### config.mk
export PLATFORM = sky130hd
export DESIGN_NAME = pcie_csr_regs
export DESIGN_NICKNAME = d
export VERILOG_FILES = /design/src/rtl/pcie_csr_regs.sv
export SDC_FILE = /design/constraint.sdc
export NUM_CORES = 1
export LEC_CHECK = 0
export ABC_AREA = 0
export CORE_MARGIN = 4
export CORE_UTILIZATION = 58
export CTS_BUF_LIST = sky130_fd_sc_hd__clkbuf_16
export DETAILED_ROUTE_END_ITERATION = 6
export HOLD_SLACK_MARGIN = 0.12
export PLACE_DENSITY = 0.86
export REMOVE_ABC_BUFFERS = 1
export SLEW_MARGIN = 20
export SYNTH_ARGS = -nofsm -noshare
export SYNTH_HDL_FRONTEND = slang
export SYNTH_SLANG_ARGS = --single-unit
### constraint.sdc
create_clock -name clk -period 6.59 [get_ports clk]
set_input_delay 1.977 -clock clk [delete_from_list [all_inputs] [get_ports clk]]
set_output_delay 1.977 -clock clk [all_outputs]
set_load 0.03 [all_outputs]
### src/rtl/pcie_csr_regs.sv
// AXI4-Lite CSR slave for the PCIe subsystem feature window: DFH, scratchpad,
// link status and sticky per-link error bits. One read and one write in flight.
module pcie_csr_regs #(
    parameter int                ADDR_W    = 32,
    parameter logic [ADDR_W-1:0] BASE_ADDR = 32'h0001_0000,
    parameter int                NUM_LINKS = 1,
    parameter logic [63:0]       DFH_VALUE = 64'h3000_0000_1000_0020
) (
    input  logic                 clk,
    input  logic                 rst_n,
    input  logic                 s_awvalid,
    output logic                 s_awready,
    input  logic [ADDR_W-1:0]    s_awaddr,
    input  logic                 s_wvalid,
    output logic                 s_wready,
    input  logic [63:0]          s_wdata,
    input  logic [7:0]           s_wstrb,
    output logic                 s_bvalid,
    input  logic                 s_bready,
    output logic [1:0]           s_bresp,
    input  logic                 s_arvalid,
    output logic                 s_arready,
    input  logic [ADDR_W-1:0]    s_araddr,
    output logic                 s_rvalid,
    input  logic                 s_rready,
    output logic [63:0]          s_rdata,
    output logic [1:0]           s_rresp,
    input  logic [NUM_LINKS-1:0] link_up,
    input  logic [NUM_LINKS-1:0] err_pulse
);

    localparam logic [ADDR_W-1:0] WIN_MASK    = {{(ADDR_W-12){1'b1}}, 12'h000};
    localparam logic [ADDR_W-1:0] OFF_MASK    = {{(ADDR_W-12){1'b0}}, 12'hFF8};
    localparam logic [11:0]       OFF_DFH     = 12'h000;
    localparam logic [11:0]       OFF_SCRATCH = 12'h008;
    localparam logic [11:0]       OFF_STAT    = 12'h010;
    localparam logic [11:0]       OFF_ERROR   = 12'h018;
    localparam logic [1:0]        RESP_OKAY   = 2'b00;
    localparam logic [1:0]        RESP_SLVERR = 2'b10;

    typedef enum logic [0:0] {W_IDLE = 1'b0, W_RESP = 1'b1} wstate_t;
    typedef enum logic [0:0] {R_IDLE = 1'b0, R_DATA = 1'b1} rstate_t;

    // Expand byte enables into a 64-bit bit mask.
    function automatic logic [63:0] strb_mask(input logic [7:0] strb);
        logic [63:0] m;
        m = 64'h0;
        for (int k = 0; k < 8; k++) begin
            m[8*k +: 8] = {8{strb[k]}};
        end
        return m;
    endfunction

    wstate_t               r_wstate;
    rstate_t               r_rstate;
    logic                  r_aw_held;
    logic                  r_w_held;
    logic [ADDR_W-1:0]     r_awaddr;
    logic [63:0]           r_wdata;
    logic [7:0]            r_wstrb;
    logic [63:0]           r_scratch;
    logic [63:0]           r_error;
    logic [NUM_LINKS-1:0]  r_link_up;

    logic                  w_aw_hs;
    logic                  w_w_hs;
    logic                  w_aw_have;
    logic                  w_w_have;
    logic                  w_do_write;
    logic [ADDR_W-1:0]     w_wr_addr;
    logic [63:0]           w_wr_data;
    logic [7:0]            w_wr_strb;
    logic [11:0]           w_wr_off;
    logic                  w_wr_in_win;
    logic [63:0]           w_wmask;
    logic [63:0]           w_scratch_next;
    logic [63:0]           w_err_clr;
    logic [1:0]            w_wr_resp;
    logic [63:0]           w_pulse_ext;
    logic [11:0]           w_ar_off;
    logic                  w_ar_in_win;
    logic [63:0]           w_rd_data;
    logic [1:0]            w_rd_resp;

    assign w_aw_hs     = s_awvalid & s_awready;
    assign w_w_hs      = s_wvalid & s_wready;
    assign w_aw_have   = r_aw_held | w_aw_hs;
    assign w_w_have    = r_w_held | w_w_hs;
    assign w_do_write  = (r_wstate == W_IDLE) & w_aw_have & w_w_have;
    // A beat arriving this cycle is used directly so the update needs no extra cycle.
    assign w_wr_addr   = w_aw_hs ? s_awaddr : r_awaddr;
    assign w_wr_data   = w_w_hs ? s_wdata : r_wdata;
    assign w_wr_strb   = w_w_hs ? s_wstrb : r_wstrb;
    assign w_wr_off    = 12'(w_wr_addr & OFF_MASK);
    assign w_wr_in_win = (((w_wr_addr ^ BASE_ADDR) & WIN_MASK) == '0);
    assign w_ar_off    = 12'(s_araddr & OFF_MASK);
    assign w_ar_in_win = (((s_araddr ^ BASE_ADDR) & WIN_MASK) == '0);
    assign w_pulse_ext = {{(64-NUM_LINKS){1'b0}}, err_pulse};
    assign w_wmask     = strb_mask(w_wr_strb);

    // Write decode: next scratch value, error clear mask and response code.
    always_comb begin
        w_scratch_next = r_scratch;
        w_err_clr      = 64'h0;
        w_wr_resp      = RESP_OKAY;
        if (!w_do_write) begin
            w_wr_resp = RESP_OKAY;
        end else if (!w_wr_in_win) begin
            w_wr_resp = RESP_SLVERR;
        end else begin
            case (w_wr_off)
                OFF_SCRATCH: w_scratch_next = (r_scratch & ~w_wmask) | (w_wr_data & w_wmask);
                OFF_ERROR:   w_err_clr      = w_wr_data & w_wmask;
                default:     w_wr_resp      = RESP_OKAY;
            endcase
        end
    end

    // Read decode of the current (pre-write) register contents.
    always_comb begin
        w_rd_data = 64'h0;
        w_rd_resp = RESP_OKAY;
        if (!w_ar_in_win) begin
            w_rd_resp = RESP_SLVERR;
        end else begin
            case (w_ar_off)
                OFF_DFH:     w_rd_data = DFH_VALUE;
                OFF_SCRATCH: w_rd_data = r_scratch;
                OFF_STAT:    w_rd_data = {{(64-NUM_LINKS){1'b0}}, r_link_up};
                OFF_ERROR:   w_rd_data = r_error;
                default:     w_rd_data = 64'h0;
            endcase
        end
    end

    // Register storage; a new error event wins over a same-cycle clear.
    always_ff @(posedge clk or negedge rst_n) begin
        if (!rst_n) begin
            r_scratch <= 64'h0;
            r_error   <= 64'h0;
            r_link_up <= '0;
        end else begin
            r_scratch <= w_scratch_next;
            r_error   <= (r_error & ~w_err_clr) | w_pulse_ext;
            r_link_up <= link_up;
        end
    end

    // Write channel FSM: independent AW/W capture, then hold B until accepted.
    always_ff @(posedge clk or negedge rst_n) begin
        if (!rst_n) begin
            r_wstate  <= W_IDLE;
            r_aw_held <= 1'b0;
            r_w_held  <= 1'b0;
            r_awaddr  <= '0;
            r_wdata   <= 64'h0;
            r_wstrb   <= 8'h00;
            s_awready <= 1'b0;
            s_wready  <= 1'b0;
            s_bvalid  <= 1'b0;
            s_bresp   <= RESP_OKAY;
        end else begin
            case (r_wstate)
                W_IDLE: begin
                    if (w_do_write) begin
                        r_wstate  <= W_RESP;
                        r_aw_held <= 1'b0;
                        r_w_held  <= 1'b0;
                        s_awready <= 1'b0;
                        s_wready  <= 1'b0;
                        s_bvalid  <= 1'b1;
                        s_bresp   <= w_wr_resp;
                    end else begin
                        r_aw_held <= w_aw_have;
                        r_w_held  <= w_w_have;
                        r_awaddr  <= w_wr_addr;
                        r_wdata   <= w_wr_data;
                        r_wstrb   <= w_wr_strb;
                        s_awready <= ~w_aw_have;
                        s_wready  <= ~w_w_have;
                    end
                end
                W_RESP: begin
                    if (s_bready) begin
                        r_wstate  <= W_IDLE;
                        s_bvalid  <= 1'b0;
                        s_awready <= 1'b1;
                        s_wready  <= 1'b1;
                    end else begin
                        s_bvalid  <= 1'b1;
                    end
                end
                default: begin
                    r_wstate  <= W_IDLE;
                    r_aw_held <= 1'b0;
                    r_w_held  <= 1'b0;
                    s_awready <= 1'b0;
                    s_wready  <= 1'b0;
                    s_bvalid  <= 1'b0;
                end
            endcase
        end
    end

    // Read channel FSM: capture data on AR handshake, hold R until accepted.
    always_ff @(posedge clk or negedge rst_n) begin
        if (!rst_n) begin
            r_rstate  <= R_IDLE;
            s_arready <= 1'b0;
            s_rvalid  <= 1'b0;
            s_rdata   <= 64'h0;
            s_rresp   <= RESP_OKAY;
        end else begin
            case (r_rstate)
                R_IDLE: begin
                    if (s_arvalid && s_arready) begin
                        r_rstate  <= R_DATA;
                        s_arready <= 1'b0;
                        s_rvalid  <= 1'b1;
                        s_rdata   <= w_rd_data;
                        s_rresp   <= w_rd_resp;
                    end else begin
                        s_arready <= 1'b1;
                    end
                end
                R_DATA: begin
                    if (s_rready) begin
                        r_rstate  <= R_IDLE;
                        s_rvalid  <= 1'b0;
                        s_arready <= 1'b1;
                    end else begin
                        s_rvalid  <= 1'b1;
                    end
                end
                default: begin
                    r_rstate  <= R_IDLE;
                    s_arready <= 1'b0;
                    s_rvalid  <= 1'b0;
                end
            endcase
        end
    end

endmodule

; ---- After elaboration in Yosys (flattened, before gate mapping)
; Index checks and enable logic that the tools add are counted.
[op_classes]
n_addsub = 0
mul = 0
n_div = 0
magnitude_cmp = 0
eq_ne = 9
shifts = 0
n_mux = 30
n_bitwise = 20
n_reduce_logical = 9
[ops]
columns = cell, n
row1 = 64-bit two-way mux, 5
row2 = 64-bit one-hot mux with 4 select lines, 1
row3 = 64-bit AND, 3
row4 = 64-bit NOT, 2
row5 = 32-bit zero test, 2
row6 = 64-bit by 1-bit bitwise OR with 64-bit output, 1
row7 = 64-bit bitwise OR, 1
row8 = 32-bit two-way mux, 1
row9 = 9-bit by 2-bit == test with 1-bit output (second input constant), 3
row10 = 9-bit by 1-bit == test with 1-bit output (second input constant), 2
row11 = 1-bit one-hot mux with 2 select lines, 7
row12 = 1-bit two-way mux, 13
row13 = 12-bit zero test, 1
row14 = 8-bit two-way mux, 1
row15 = 2-bit != test (second input constant), 4
row16 = 1-bit NOT, 7
row17 = 2-bit AND reduction, 3
row18 = 3-bit AND reduction, 2
row19 = 1-bit AND, 4
row20 = 2-bit two-way mux, 2
row21 = 1-bit bitwise OR, 2
row22 = 1-bit logical AND, 1
[word_totals]
ff_bits = 310
latchBits = 0
ram_bits = 0
rom_bits = 0
input_bits = 145
out_inout_bits = 73
n_memories = 0

; ---- Longest topological paths before layout
; Gate-level depths: netlist of run 1.
[logic_depth]
depth_word = 9
depth_mapped = 7
mapped_depth_nobuf = 5

; ---- Least setup slack after synthesis of run 1
; No wires, ideal clock.
[synth_timing]
kind = input port to flip-flop
startpoint = in s_awaddr[14]
endpoint = reg r_error[10]
t_arrival_ps = 3748
required_time_ps = 6466
path_slack_ps = 2718
path_stages = 6
path_buffers = 1
path_cell_list = or4_1 -> or4_4 -> o22ai_4 -> nand3_4 -> buf_6 -> o31a_1
[synth_via]
elab_chain_len = 7
[synth_rtl]
columns = item, line
row1 = start: declaration, 13  ; input logic [ADDR_W-1:0] s_awaddr,
row2 = 32-bit two-way mux, 91  ; assign w_wr_addr = w_aw_hs ? s_awaddr : r_awaddr;
row3 = 32-bit zero test, 95  ; assign w_wr_in_win = (((w_wr_addr ^ BASE_ADDR) & WIN_MASK) == '0);
row4 = 64-bit two-way mux, 108  ; end else if (!w_wr_in_win) begin
row5 = 64-bit two-way mux, 106  ; if (!w_do_write) begin
row6 = 64-bit NOT, 144  ; r_error <= (r_error & ~w_err_clr) | w_pulse_ext;
row7 = 64-bit AND, 144
row8 = 64-bit by 1-bit bitwise OR with 64-bit output, 144
row9 = end signal: assignment, 144
row10 = end: declaration, 62  ; logic [63:0] r_error;
; Every way passes these cells.
; A chain may end at the register's enable or synchronous reset.

; ---- Worst setup path after layout of run 1
[layout_timing]
startpoint = in s_awaddr[14]
endpoint = reg r_error[40]
; Same word-level chain as after synthesis.

==> flow_summary.ini, run 1 <==
[worst_setup_path]
path_class = input pin to flop
cp_max_fo = 63
arrival_ps = 5260
critPathRequiredTime_ps = 7000
crit_buf_inv = 2
critPathMaxStageDelay_ps = 740
slowest_stage = nand3_4
crit_chain = clkdlybuf4s50_1 -> or4_1 -> or4_4 -> o22ai_4 -> buf_4 -> nand3_4 -> o31a_1
critPathTopFamily = simple AND/OR/NAND/NOR gates
start_kind = input pin
crit_path_end_kind = flop

[placement]
place_area_mm2 = 0.0155
place_congestion = 0.778
io_buffers = 209
dp.final_hpwl_mm = 19.1
pre_cts_ws_ps = 1210

[global_routing]
grt_antenna_before_repair = 1
grt_start_max_net_pins = 98
grt_pass1_vias = 9256
grt_pass1_wl_mm = 47.4
grtUsageTotal_pct = 23.9
grt_overflow = 0

[yosys]
ys_ff_latch = 305
yosysWarnings = 0
synth_edf_count = 0
seq_area_frac_synth_pct = 58.3
synth_ff_type = dfrtp_1
synth.distinct_cells = 38
async_flop_share_pct = 100
netlist_area_mm2 = 0.0131
synth_cells = 1023
avgSynthCellArea_um2 = 12.8

[floorplanning]
coreArea_mm2 = 0.0220
num_rows = 54
fp.dieW_um = 158
initial_core_util_pct = 59.4
io_pins = 218
die_y_um = 158
dieArea_mm2 = 0.0250

[timing]
tightest_slew_ps = 990
slew_violations = 0
finalHoldViolations = 0
finalCritPeriodShare_pct = 73.6
setup_viol_count_final = 0
fmax_mhz = 206
finalCriticalPeriod_ps = 4850
rsz0062_at_grt = no
slew-limit-headroom_pct = 34.0
finalClockSkew_ps = 7.17
setup_ws_ps = 1740

[pwr]
fin_total_pwr_w = 0.00545
ir_drop_uv = 256
p_leak_nw = 8.14
power.density_mw_per_mm2 = 332

[route]
drcViolationCount = 0
drtIter0Drc = 375
vias_per_cell = 5.68
wirelength_mm = 29.8
routedWlPerCell_um = 19.4
vias = 8729
final_antenna_net_count = 0
first_pass_iters = 4

[cts]
cts_max_level = 1
ctsHoldBuffers = 0
numCtsBuffers = 31
clock_sinks = 305
clk_path_buf_depth = 3
cts.clk_slew.worst_paths_ps = 60
ctsRootBufferMaster = clkbuf_16
cts_setup_buffers = 0
cts-resized-gates = 0
clk_latency_ps = 530
cts_tree = yes

[cells_and_area]
final_cell_area_mm2 = 0.0164
finalNetCount = 1379
syn_to_final_growth_pct = 25.4
antennaDiodeCount = 0
fillers = 1452
drive_above_1_share_pct = 13.6

[status]
status = finished clean

[hold_path]
worstHoldPathType = flop to flop

[job]
cap_viol_max_count = 0
[cell type report]
| cell class | instances | area, um2 | share of cell area [%] |
|---|---|---|---|
| timing repair buffer | 226 | 2230 | 13.6 |
| tap | 280 | 350 | 2.13 |
| inverter | 73 | 274 | 1.67 |
| multi-input combinational | 597 | 4970 | 30.3 |
| clock buffer | 31 | 776 | 4.73 |
| sequential | 305 | 7630 | 46.5 |
| clock inverter | 26 | 185 | 1.13 |
[final timing paths]
| check | startpoint | end | slack (ps) | cells after the start |
|---|---|---|---|---|
| worst min-delay path | s_rdata[39]$_DFFE_PN0P_ | s_rdata[39]$_DFFE_PN0P_ | 480 | 2 |
| worst max-delay path | s_awaddr[14] | r_error[40]$_DFF_PN0_ | 1740 | 7 |
| worst max register to register | r_awaddr[14]$_DFFE_PN0P_ | r_error[40]$_DFF_PN0_ | 3250 | 6 |
| worst min register to register | s_rdata[39]$_DFFE_PN0P_ | s_rdata[39]$_DFFE_PN0P_ | 480 | 2 |
| min in group asynchronous | rst_n | s_rdata[58]$_DFFE_PN0P_ | 1430 | 1 |
| max in group asynchronous | rst_n | s_rdata[30]$_DFFE_PN0P_ | 3860 | 2 |
[synthesized netlist by cell type (all sizes together), types with 7 or more instances]
master  number  area (um2)
nor4        11        68.8
a21oi       20         104
or4          7        56.3
clkbuf      28         105
nand4       10         183
o31a        63         552
nand3        7        47.6
dfrtp      305        7630
buf         21         148
o21ai       64         320
nand2       71         267
nor2        23        86.3
inv         73         274
mux2i      197        1970
mux2        93        1050
[power by group]
| part | internal (W) | switching, W | leakage [nW] | total (W) |
|---|---|---|---|---|
| Combinational | 0.000649 | 0.000729 | 3.99 | 0.00138 |
| Sequential | 0.00222 | 0.000191 | 3.66 | 0.00241 |
| Clock | 0.000963 | 0.000693 | 0.499 | 0.00166 |
[cells in the final DEF (no fill, tap or decap), drive strengths merged, types with 2 or more instances in the layout]
| cell | netlist | routed |
|---|---|---|
| o22a | 2 | 2 |
| buf | 21 | 19 |
| or4 | 7 | 7 |
| a21oi | 20 | 20 |
| o31a | 63 | 63 |
| conb | 1 | 2 |
| clkinv | 0 | 17 |
| mux2 | 93 | 93 |
| nand2 | 71 | 71 |
| nor2 | 23 | 23 |
| dfrtp | 305 | 305 |
| clkbuf | 28 | 31 |
| mux2i | 197 | 197 |
| clkdlybuf4s50 | 0 | 207 |
| inv | 73 | 79 |
| nand3 | 7 | 7 |
| nand4 | 10 | 10 |
| nand2b | 5 | 5 |
| bufinv | 0 | 3 |
| nor3 | 5 | 5 |
| nor4b | 3 | 3 |
| o21ai | 64 | 64 |
| and2 | 2 | 2 |
| nor4 | 11 | 11 |
| a31oi | 5 | 5 |
[worst reg2reg max path: stages, from the launching register on]
cell	delay, ps
dfrtp_1	370
or4_1	520
or4_1	460
o22ai_4	140
buf_4	350
nand3_4	750
o31a_1	630
[metal layers]
layer  part of all wire, %  track usage, %
met5                 0.040               0
met4                   1.0            4.31
met1                    43            31.4
met2                    51            42.6
met3                   5.4            3.75
[through the flow]
stage / TNS [ps] / instances / hold slack (ps) / utilization, %
CTS: 0 / 1538 / 482 / 74.5
floorplan: -62510 / 975 / 463 / -
finish: 0 / 1538 / 477 / 74.5
global placement: 0 / 1480 / 460 / 70.1
detailed placement: 0 / 1481 / 469 / 70.2
global route: 0 / 1538 / 492 / 74.5
[cells by family after synthesis]
| group | after synthesis | share of synthesized area [%] |
|---|---|---|
| AO/OA/AOI/OAI | 158 | 8.16 |
| buffers and inverters | 122 | 4.02 |
| flip-flops | 305 | 58.3 |
| multiplexers | 290 | 23.1 |
| other | 1 | 0.0287 |
| AND/OR/NAND/NOR | 147 | 6.40 |
Power figures use the tool's default switching activity.
==> inputs of run 2 (changes only) <==
--- a/config.mk
+++ b/config.mk
@@ -7,11 +7,11 @@
 export LEC_CHECK = 0
 export ABC_AREA = 0
 export CORE_MARGIN = 4
-export CORE_UTILIZATION = 58
+export CORE_UTILIZATION = 53
 export CTS_BUF_LIST = sky130_fd_sc_hd__clkbuf_16
 export DETAILED_ROUTE_END_ITERATION = 6
 export HOLD_SLACK_MARGIN = 0.12
-export PLACE_DENSITY = 0.86
+export PLACE_DENSITY = 0.8
 export REMOVE_ABC_BUFFERS = 1
 export SLEW_MARGIN = 20
 export SYNTH_ARGS = -nofsm -noshare
==> constraint.sdc (replaced) <==
create_clock -name clk -period 5 [get_ports clk]
set_input_delay 1.5 -clock clk [delete_from_list [all_inputs] [get_ports clk]]
set_output_delay 1.5 -clock clk [all_outputs]
set_load 0.03 [all_outputs]
==> run 2 against run 1 <==
Sequential power increased by 32%. Clock skew increased by 7.7 ps. Design area increased by 1.2%. Sequential cell count unchanged. Cell count increased by 3.5%. Register-to-register slack got worse by 980 ps. Non-clock buffer count increased by 9. Worst setup slack got worse by 520 ps. Total power increased by 34%. Core utilization decreased by 6.2 points. Highest routed layer unchanged.
==> flow_summary.ini, run 2 (synthesized netlist as in run 1, its figures left out) <==
[status]
status = finished clean

[route]
drcViolationCount = 0
drtIter0Drc = 638
wirelength_mm = 30.1
routedWlPerCell_um = 18.9
first_pass_iters = 7
vias = 8685
final_antenna_net_count = 0
vias_per_cell = 5.46

[hold_path]
worstHoldPathType = flop to flop

[timing]
finalCriticalPeriod_ps = 3780
fin_tns_setup_ps = 0
slew-limit-headroom_pct = 36.0
slew_violations = 0
finalClockSkew_ps = 14.9
setup_viol_count_final = 0
rsz0062_at_grt = no
fmax_mhz = 264
tightest_slew_ps = 960
finalHoldViolations = 0
finalCritPeriodShare_pct = 75.7

[cells_and_area]
multiInputGateArea_mm2 = 0.00497
syn_to_final_growth_pct = 26.9
fillers = 1750
layout_common_cells = dfrtp_1, clkdlybuf4s50_1, mux2i_1
antennaDiodeCount = 0
drive_above_1_share_pct = 14.3
final_common_cell = dfrtp_1
stdcell_count = 1592
finalNetCount = 1391
final-seq-area_mm2 = 0.00763

[cts]
ctsRootBufferMaster = clkbuf_16
clk_path_buf_depth = 3
ctsHoldBuffers = 0
cts.clk_slew.worst_paths_ps = 60
clk_latency_ps = 500
clock_sinks = 305
cts_tree = yes
numCtsBuffers = 34
cts_max_level = 2
cts_setup_buffers = 0
cts-resized-gates = 0

[global_routing]
grt_antenna_before_repair = 4
grt_overflow = 0
grtUsageTotal_pct = 22.2
grt_start_max_net_pins = 122
grt_pass1_vias = 9168
grt_pass1_wl_mm = 48.0

[worst_setup_path]
critPathMaxStageDelay_ps = 530
crit_path_end_kind = flop
crit_buf_inv = 2
slowest_stage = or4_1
path_class = input pin to flop
crit_chain = clkdlybuf4s50_1 -> or4_1 -> or4_4 -> o22ai_4 -> nand3_4 -> buf_12 -> o31a_1
critPathRequiredTime_ps = 5370
critPathTopFamily = simple AND/OR/NAND/NOR gates
rrSetupSlack_ps = 2270
arrival_ps = 4160
cp_max_fo = 38
start_kind = input pin

[placement]
place_congestion = 0.775
io_buffers = 209
numPlacedInstances = 1534
dp.final_hpwl_mm = 19.2

[floorplanning]
fp.dieW_um = 165
num_rows = 57
die_y_um = 165
dieArea_mm2 = 0.0273
io_pins = 218
initial_core_util_pct = 53.8
coreArea_mm2 = 0.0243

[pwr]
ir_drop_uv = 315
p_leak_nw = 8.21
power.density_mw_per_mm2 = 438

[job]
cap_viol_max_count = 0
==> run 2: final timing paths <==
kind,end,startpoint,depth (start not counted)
hold reg to reg,s_rdata[36]$_DFFE_PN0P_,s_rdata[36]$_DFFE_PN0P_,2
min in group asynchronous,asynchronous set/reset pin,rst_n,1
setup reg to reg,r_error[59]$_DFF_PN0_,r_awaddr[14]$_DFFE_PN0P_,6
hold / removal,s_rdata[36]$_DFFE_PN0P_,s_rdata[36]$_DFFE_PN0P_,2
max in group asynchronous,r_error[4]$_DFF_PN0_,rst_n,2
setup / recovery,r_error[59]$_DFF_PN0_,s_awaddr[14],7
==> run 2: metrics by stage <==
step                      cell area [um2]  utilization, %  power, W  worst slack [ps]  hold WS [ps]
final                               16600            68.3   0.00728              1220           477
after global routing                16600            68.3   0.00767              1100           500
after CTS                           16600            68.3   0.00736              1230           483
after detailed placement            15600            64.2   0.00508               697           471
after global placement              15600            64.2   0.00500               726           463
after floorplan                     12800               -   0.00444             -2090           463
==> run 2: power by group <==
group	internal (W)	switching [W]
combinational	0.000880	0.000965
clock	0.00131	0.000952
sequential	0.00293	0.000245
==> run 2: worst min-delay path, delay by kind of cell (launching register included) <==
family          cells  cell delay, ps
simple gates        1              40
flops               1             330
compound gates      1              60
==> run 2: routing by layer <==
| metal | wire length (um) | up-vias | track usage (%) |
|---|---|---|---|
| li1 | - | 4066 | - |
| met4 | 364 | 8 | 4.54 |
| met1 | 13000 | 4358 | 29.7 |
| met3 | 1910 | 43 | 4.96 |
| met2 | 14800 | 210 | 37.6 |
| met5 | 56 | - | 0 |
==> run 2: area by class of cell <==
cell class / count / area share (%)
Timing Repair Buffer: 235 / 14.0
Inverter: 73 / 1.65
Clock inverter: 23 / 0.776
Tap cell: 324 / 2.44
Multi-Input combinational cell: 597 / 29.9
Sequential cell: 305 / 45.9
Clock buffer: 35 / 5.27
==> inputs of run 3 (changes only) <==
--- a/config.mk
+++ b/config.mk
@@ -7,11 +7,11 @@
 export LEC_CHECK = 0
 export ABC_AREA = 0
 export CORE_MARGIN = 4
-export CORE_UTILIZATION = 53
+export CORE_UTILIZATION = 48
 export CTS_BUF_LIST = sky130_fd_sc_hd__clkbuf_16
 export DETAILED_ROUTE_END_ITERATION = 6
 export HOLD_SLACK_MARGIN = 0.12
-export PLACE_DENSITY = 0.8
+export PLACE_DENSITY = 0.76
 export REMOVE_ABC_BUFFERS = 1
 export SLEW_MARGIN = 20
 export SYNTH_ARGS = -nofsm -noshare
==> constraint.sdc (replaced) <==
create_clock -name clk -period 3.4 [get_ports clk]
set_input_delay 1.02 -clock clk [delete_from_list [all_inputs] [get_ports clk]]
set_output_delay 1.02 -clock clk [all_outputs]
set_load 0.03 [all_outputs]
==> run 3 against run 2 <==
Sequential share of layout area fell by 0.87 points. Clock power rose by 57%. Sequential cell count did not move. Critical path depth is the same. Total power rose by 52%. Design area is 1.9% higher. First-iteration DRC count shrank 49%. Wire length is 1.9% higher. Sequential power rose by 47%. Largest cell class unchanged.
==> flow_summary.ini, run 3 (synthesized netlist as in run 1, its figures left out) <==
[cells_and_area]
stdcell_count = 1620
layout_common_cells = dfrtp_1, clkdlybuf4s50_1, mux2i_1
finalNetCount = 1404
drive_above_1_share_pct = 15.3
final_common_cell = dfrtp_1
final_util_pct = 63.0
syn_to_final_growth_pct = 29.4

[timing]
finalClockSkew_ps = 10.9
slew-limit-headroom_pct = 37.3
finalCriticalPeriod_ps = 3060
setup_viol_count_final = 0
finalCritPeriodShare_pct = 89.9
rsz0062_at_grt = no
slew_violations = 0
fmax_mhz = 327
tightest_slew_ps = 940
finalHoldViolations = 0

[pwr]
p_sw_share_pct = 28.9
share_comb_of_total_power_pct = 25.6
internal-power_w = 0.00785
power_frac_clock_pct = 32.3
pwr-share-seq_pct = 42.2
power.density_mw_per_mm2 = 652
p_switching_w = 0.00319
ir_drop_uv = 310
fin_total_pwr_w = 0.0110
p_leak_nw = 8.37

[cts]
numCtsBuffers = 34
cts-resized-gates = 0
clk_path_buf_depth = 3
cts_max_level = 2
ctsHoldBuffers = 0
cts.clk_slew.worst_paths_ps = 60
clk_latency_ps = 500
ctsRootBufferMaster = clkbuf_16
cts_setup_buffers = 0
clock_sinks = 305
cts_tree = yes

[worst_setup_path]
critPathRequiredTime_ps = 3810
start_kind = input pin
crit_path_end_kind = flop
arrival_ps = 3460
path_class = input pin to flop
cp_max_fo = 8

[floorplanning]
coreArea_mm2 = 0.0269
dieArea_mm2 = 0.0300
die_y_um = 173
initial_core_util_pct = 48.7
num_rows = 60
io_pins = 218
fp.dieW_um = 173

[global_routing]
grt_pass1_wl_mm = 50.3
grt_overflow = 0
grt_antenna_before_repair = 2
grt_pass1_vias = 9311
grt_start_max_net_pins = 73
grtUsageTotal_pct = 20.6

[status]
status = finished clean

[route]
wirelength_mm = 30.7
vias = 8698
vias_per_cell = 5.37
first_pass_iters = 4
drtIter0Drc = 324
final_antenna_net_count = 0
routedWlPerCell_um = 18.9
drcViolationCount = 0

[placement]
dp.final_hpwl_mm = 20.2
place_congestion = 0.758
io_buffers = 209
numPlacedInstances = 1564

[job]
cap_viol_max_count = 0

[hold_path]
worstHoldPathType = input pin to asynchronous set/reset pin
[run 3: cell types whose count changed in the layout (fill, tap and decap cells not counted), moves of 2 or more]
| cell | delta |
|---|---|
| inv_1 | +4 |
| buf_12 | +9 |
| clkbuf_16 | +2 |
| bufinv_16 | +2 |
| buf_4 | +4 |
| clkinv_1 | -9 |
[run 3: final cells by class]
type,instances,area [um2]
Antenna cell,1,2.50
Clock buffer,37,926
Clock inverter,18,158
Fill cell,2139,9940
Inverter,73,274
Multi-Input combinational cell,597,4970
Sequential cell,305,7630
Tap cell,341,427
Timing Repair Buffer,248,2540
[run 3: metrics by stage]
| stage | setup WS [ps] | cell area [um2] | hold slack, ps | TNS, ps |
|---|---|---|---|---|
| after floorplan | -3210 | 12800 | 463 | -414370 |
| after detailed placement | -146 | 15800 | 470 | -10170 |
| after global routing | 273 | 16900 | 503 | 0 |
| after global placement | -114 | 15800 | 462 | -7990 |
| after CTS | 325 | 16900 | 484 | 0 |
| final | 342 | 16900 | 476 | 0 |
[run 3: routing by layer]
metal  global-route usage [%]  wire [um]  up-vias
li1                         -          -     4089
met1                     26.8      13200     4353
met2                     35.6      15300      210
met3                     4.94       1720       42
met4                     4.29        417        4
met5                        0         22        -
[run 3: path summary, 6_finish.rpt]
path	end	slack, ps	from	depth (start not counted)
max	flop	340	s_awaddr[14]	7
min	r_wdata[58]$_DFFE_PN0P_	480	rst_n	1
max reg2reg	flop	910	r_awaddr[14]$_DFFE_PN0P_	6
min reg2reg	s_rdata[59]$_DFFE_PN0P_	480	s_rdata[59]$_DFFE_PN0P_	2
max in group asynchronous	r_wdata[19]$_DFFE_PN0P_	2100	rst_n	2
min in group clk	s_rdata[59]$_DFFE_PN0P_	480	s_rdata[59]$_DFFE_PN0P_	2
[run 3: power groups by stage]
stage	logic, W	clock network [W]	registers, W
2_1_floorplan	0.00186	0	0.00467
3_3_place_gp	0.00278	0	0.00468
3_5_place_dp	0.00285	0	0.00472
4_1_cts	0.00287	0.00364	0.00466
5_1_grt	0.00309	0.00383	0.00474
6_report	0.00282	0.00356	0.00466
[run 3: worst max-delay path: stages]
cell and delay (ps):
clkdlybuf4s50_1 410, or4_1 520, or4_4 440, o22ai_4 270, buf_4 260, nand4_4 250, mux2i_1 280
